**config.mk**
```make
export PLATFORM = sky130hd
export DESIGN_NAME = bist_misr_compactor
export DESIGN_NICKNAME = d
export VERILOG_FILES = /design/src/rtl/bist_misr_compactor.sv
export SDC_FILE = /design/constraint.sdc
export NUM_CORES = 1
export LEC_CHECK = 0
export ABC_AREA = 1
export CAP_MARGIN = 20
export CELL_PAD_IN_SITES_DETAIL_PLACEMENT = 1
export CELL_PAD_IN_SITES_GLOBAL_PLACEMENT = 2
export CORE_ASPECT_RATIO = 1.25
export CORE_UTILIZATION = 31
export CTS_CLUSTER_SIZE = 16
export DETAILED_ROUTE_END_ITERATION = 6
export PLACE_DENSITY = 0.92
export RECOVER_POWER = 50
export SLEW_MARGIN = 20
export SYNTH_ARGS = -nofsm -noshare
export SYNTH_HDL_FRONTEND = slang
export SYNTH_SLANG_ARGS = --single-unit
```
**constraint.sdc**
```tcl
create_clock -name CK -period 2.99 [get_ports CK]
set_clock_uncertainty 0.2 [all_clocks]
set_input_delay 0.7475 -clock CK [delete_from_list [all_inputs] [get_ports CK]]
set_output_delay 0.7475 -clock CK [all_outputs]
set_load 0.03 [all_outputs]
```
**src/rtl/bist_misr_compactor.sv**
```systemverilog
// Output-side BIST sequencer: walks INIT/SHIFT/CAPTURE for the scan wrapper,
// compacts the 7 scan-out chains into a 7-bit MISR and checks the final signature.
module bist_misr_compactor #(
  parameter int         CHAIN_LEN    = 33,
  parameter int         NUM_PATTERNS = 100,
  parameter logic [6:0] GOLDEN       = 7'h00,
  parameter int         CNT_W        = 16
) (
  input  logic             CK,
  input  logic             COMP_reset,
  input  logic             start,
  input  logic [6:0]       so_in,
  output logic             scan_en,
  output logic             bist_en,
  output logic             tpg_reset,
  output logic             busy,
  output logic             done,
  output logic             pass,
  output logic [6:0]       signature,
  output logic [CNT_W-1:0] pattern_count,
  output logic [2:0]       state_dbg
);

  // Request protocol: start is a level request sampled only in IDLE or DONE;
  // there is no ready/ack, the run is acknowledged by busy rising the next cycle.

  typedef enum logic [2:0] {
    S_IDLE    = 3'd0,
    S_INIT    = 3'd1,
    S_SHIFT   = 3'd2,
    S_CAPTURE = 3'd3,
    S_DONE    = 3'd4
  } state_t;

  localparam logic [CNT_W-1:0] LAST_SHIFT = CNT_W'(CHAIN_LEN - 1);
  localparam logic [CNT_W-1:0] PAT_MAX    = CNT_W'(NUM_PATTERNS);

  state_t           state;
  logic [CNT_W-1:0] shift_cnt;
  logic [6:0]       misr_nxt;
  logic             compact;

  // The first shift pass only loads the chains, so it is never compacted.
  assign compact   = (state == S_SHIFT) && (pattern_count != '0);
  assign misr_nxt  = {signature[5] ^ signature[6] ^ so_in[6],
                      signature[4:0] ^ so_in[5:1],
                      signature[6] ^ so_in[0]};
  assign state_dbg = state;

  always_ff @(posedge CK) begin
    if (COMP_reset) begin
      state         <= S_IDLE;
      shift_cnt     <= '0;
      scan_en       <= 1'b0;
      bist_en       <= 1'b0;
      tpg_reset     <= 1'b0;
      busy          <= 1'b0;
      done          <= 1'b0;
      pass          <= 1'b0;
      signature     <= '0;
      pattern_count <= '0;
    end else begin
      if (compact) signature <= misr_nxt;
      case (state)
        S_IDLE, S_DONE: begin
          if (start) begin
            state         <= S_INIT;
            tpg_reset     <= 1'b1;
            bist_en       <= 1'b1;
            busy          <= 1'b1;
            done          <= 1'b0;
            pass          <= 1'b0;
            scan_en       <= 1'b0;
            signature     <= '0;
            pattern_count <= '0;
            shift_cnt     <= '0;
          end
        end
        S_INIT: begin
          state     <= S_SHIFT;
          tpg_reset <= 1'b0;
          scan_en   <= 1'b1;
          signature <= '0;
          shift_cnt <= '0;
        end
        S_SHIFT: begin
          if (shift_cnt == LAST_SHIFT) begin
            shift_cnt <= '0;
            scan_en   <= 1'b0;
            if (pattern_count < PAT_MAX) begin
              state <= S_CAPTURE;
            end else begin
              state   <= S_DONE;
              bist_en <= 1'b0;
              busy    <= 1'b0;
              done    <= 1'b1;
              // Compare the signature as it will be held in DONE, including this cycle's update.
              pass    <= ((compact ? misr_nxt : signature) == GOLDEN);
            end
          end else begin
            shift_cnt <= shift_cnt + CNT_W'(1);
          end
        end
        S_CAPTURE: begin
          state   <= S_SHIFT;
          scan_en <= 1'b1;
          if (pattern_count < PAT_MAX) pattern_count <= pattern_count + CNT_W'(1);
        end
        default: state <= S_IDLE;
      endcase
    end
  end

endmodule

```
==> impl_metrics.ini <==
[global_route]
pin_count_of_the_biggest_net_entering_global_routing = 18
first_global_vias = 2277
groute.usage.overall_pct = 16.89
grt_antenna_before_repair = 0
wire_length_of_the_first_global_routing_pass_um = 10340
grt.overflow.total = 0

[floorplan]
initial_utilization_pct = 32.55
number_of_rows_in_the_core_area = 34
floorplan.die.height_um = 98.56
die_area_mm2 = 0.007810
die_width_um = 79.25
core-area_mm2 = 0.007104
ioPinCount = 42

[logic_synthesis]
netlist_area_mm2 = 0.002312
synth-simple-area-share_pct = 31.93
synth_sequential_area_ratio_pct = 40.69
largest_family_of_logic_cells_by_synthesized_area = simple AND/OR/NAND/NOR gates
synth.lib_cells_used.distinct = 34
post_synth_mux_area_share_pct = 0
synth.net_count = 336
post_synth.cell_area_avg_um2 = 7.181
synth_compound_area_share_pct = 11.90
yosys.area_share.xor_xnor_pct = 3.788
syn-instance-count = 322
synth_fa_ha_area_share_pct = 2.165
netlist.top_cell.by_area = dfxtp_1
yosys_register_bits = 47
netlist.area_leader.share_pct = 40.69
synth_top_cells_by_area = dfxtp_1 41%, nand2_1 10%, nor2_1 8.4%, inv_1 6.7%, a21oi_1 5.6%
ys_warn_count = 0

[drt]
ant_nets = 0
detail_route.iter0.violations = 60
wl_per_cell_um = 13.23
drt_pass_1_iters = 4
routed_wl_um = 6074
vias_per_cell = 4.717
remaining_drc_errors = 0
dr_total_vias = 2165

[worst_setup_path]
timing.critical_path.arrival_ns = 2.57
reg2reg_to = shift_cnt[5]
start_of_the_worst_register_to_register_path = state_dbg[0]
worst_setup_path_category = input port to flop
critPathLaunchType = input port
worst-endpoint-required_ns = 2.99
worst-r2r-setup-slack_ns = 0.71
worstRegToRegCells = 10
worstPathMaxFanout = 12
endpoint_kind_of_the_worst_setup_timing_path = flop

[power]
cellLeakagePower_nw = 1.148
vdd_ir_drop_max_v = 0.0003795
design_power_total_mw = 1.918
powerDensity_mw_per_mm2 = 660.8

[final_layout]
synthToLayoutAreaGrowth_pct = 25.54
final_layout_size_suffix_gt1_share_pct = 8.401
most_common_cell_after_layout_fill_and_taps_aside = nand2_1
final_cell_mix = 65 x nand2_1, 52 x nor2_1, 47 x dfxtp_1
num-nets-final = 382
n_antenna_cell = 0
final_cells = 459

[clock_tree]
cts_max_level = 2
cts_made_buffers = 5
path_clk_slew_ns = 0.09
clkLatencyLatePin_ns = 0.30
cts-root-buf = clkbuf_8
cts_hold_repair.buffers = 0
clock_path_buffers = 2
clock_sink_count = 47
postCtsResizedCells = 0
cts_tree = yes
cts_setup_buffers = 0

[sta]
report.final.hold_viol_count = 0
setup_viol = 0
finalMaxSlewViolations = 0
achievable-frequency_ghz = 0.3876
relSlewSlack_pct = 46.60
tns_ns = 0
final_min_period_over_clock_period_pct = 86.28
setup_repair_after_global_routing_missed_its_margin = no
worstMarginPinSlew_ns = 0.8010
finalCriticalPeriod_ns = 2.580

[hold_path]
holdCritPathClass = flop to flop
min_delay_path_depth = 2
worst_hold_path.endpoint = pattern_count[11]
min_from = pattern_count[11]

[placed_design]
place.detailed.instances = 451
globalplace.congestion = 0.7706
place_hpwl_um = 4802
placement.io_buffers = 41

[run]
max_cap_violations = 0

[status]
status = completed
==> power breakdown <==
group / internal, mW / switching (mW)
logic: 0.240 / 0.521
registers: 0.681 / 0.0543
clock network: 0.211 / 0.211
total: 1.13 / 0.786
==> worst max path at each step <==
| stage | cells after the start | to | slack [ns] | startpoint |
|---|---|---|---|---|
| detailed placement | 9 | shift_cnt[5] | 0.32 | start |
| global route | 10 | shift_cnt[7] | 0.28 | start |
| floorplan | 12 | pass | 1.02 | pattern_count[0] |
| CTS | 1 | state_dbg[2] | 0.52 | state_dbg[2] |
| finish | 9 | shift_cnt[5] | 0.41 | start |
| global placement | 9 | shift_cnt[5] | 0.36 | start |
==> kinds of logic after synthesis <==
kind of cell / count (synthesis)
AO/OA/AOI/OAI: 49
XOR/XNOR: 10
adder cells (fa/ha/maj): 4
buffers and inverters: 52
flip-flops: 47
AND/OR/NAND/NOR: 160
==> cells in the mapped netlist <==
| master | instances |
|---|---|
| nand2_1 | 63 |
| nor2_1 | 52 |
| dfxtp_1 | 47 |
| inv_1 | 41 |
| a21oi_1 | 26 |
| nand3_1 | 14 |
| o21ai_0 | 12 |
| nor3_1 | 9 |
| xor2_1 | 7 |
| nor2_2 | 5 |
| ha_1 | 4 |
| a211oi_1 | 3 |
| inv_2 | 3 |
| nand2_2 | 3 |
| nand2_4 | 3 |
| nor2_4 | 3 |
| xnor2_1 | 3 |
| buf_6 | 2 |
| clkbuf_1 | 2 |
| inv_4 | 2 |
| nand4_1 | 2 |
| nor4_1 | 2 |
| o21a_1 | 2 |
| o21ai_1 | 2 |
| a21oi_2 | 1 |
| a221oi_2 | 1 |
| a31oi_1 | 1 |
| buf_4 | 1 |
| clkinv_2 | 1 |
| nand3_2 | 1 |
| nor3_2 | 1 |
| nor3_4 | 1 |
| nor3b_2 | 1 |
| o21bai_1 | 1 |
==> metal layers <==
layer,global-route usage [%],share of wire [%],vias to the layer above
met3,4.074,3.7,7
met1,17.54,42,1023
met2,32.49,53,26
met4,5.315,1.3,0
li1,-,-,1109
met5,0,0,-
==> worst max-delay path: stages <==
cell and delay (ns):
clkdlybuf4s50_1 0.49, nand2_2 0.11, nand2_1 0.10, clkinv_1 0.07
nand2_1 0.30, nand2_1 0.13, nand2_1 0.37, o21bai_1 0.19
nor2_1 0.06
==> sequential cells by signal, indices dropped and copies added, names as in the netlist <==
name           count
done               1
pattern_count     16
scan_en            1
signature          7
busy               1
pass               1
state_dbg          3
shift_cnt         16
tpg_reset          1
==> layout make-up <==
cell class | instances | area [um2]
fill | 920 | 4202
multi-input combinational | 223 | 1141
sequential | 47 | 940.9
timing repair buffer | 44 | 425.4
inverter | 47 | 182.7
tap | 90 | 112.6
clock buffer | 8 | 100.1
==> through the flow <==
step	hold slack [ns]	utilization, %	area [um2]	worst slack, ns
after detailed placement	0.2491	39.70	2820	0.3155
after global placement	0.2438	39.70	2820	0.3644
after CTS	0.2669	41.11	2920	0.5174
after floorplan	0.2644	-	2312	1.022
after global routing	0.2823	40.86	2903	0.2814
final	0.2634	40.86	2903	0.4101
No activity file was read; power rests on OpenSTA's default activity.
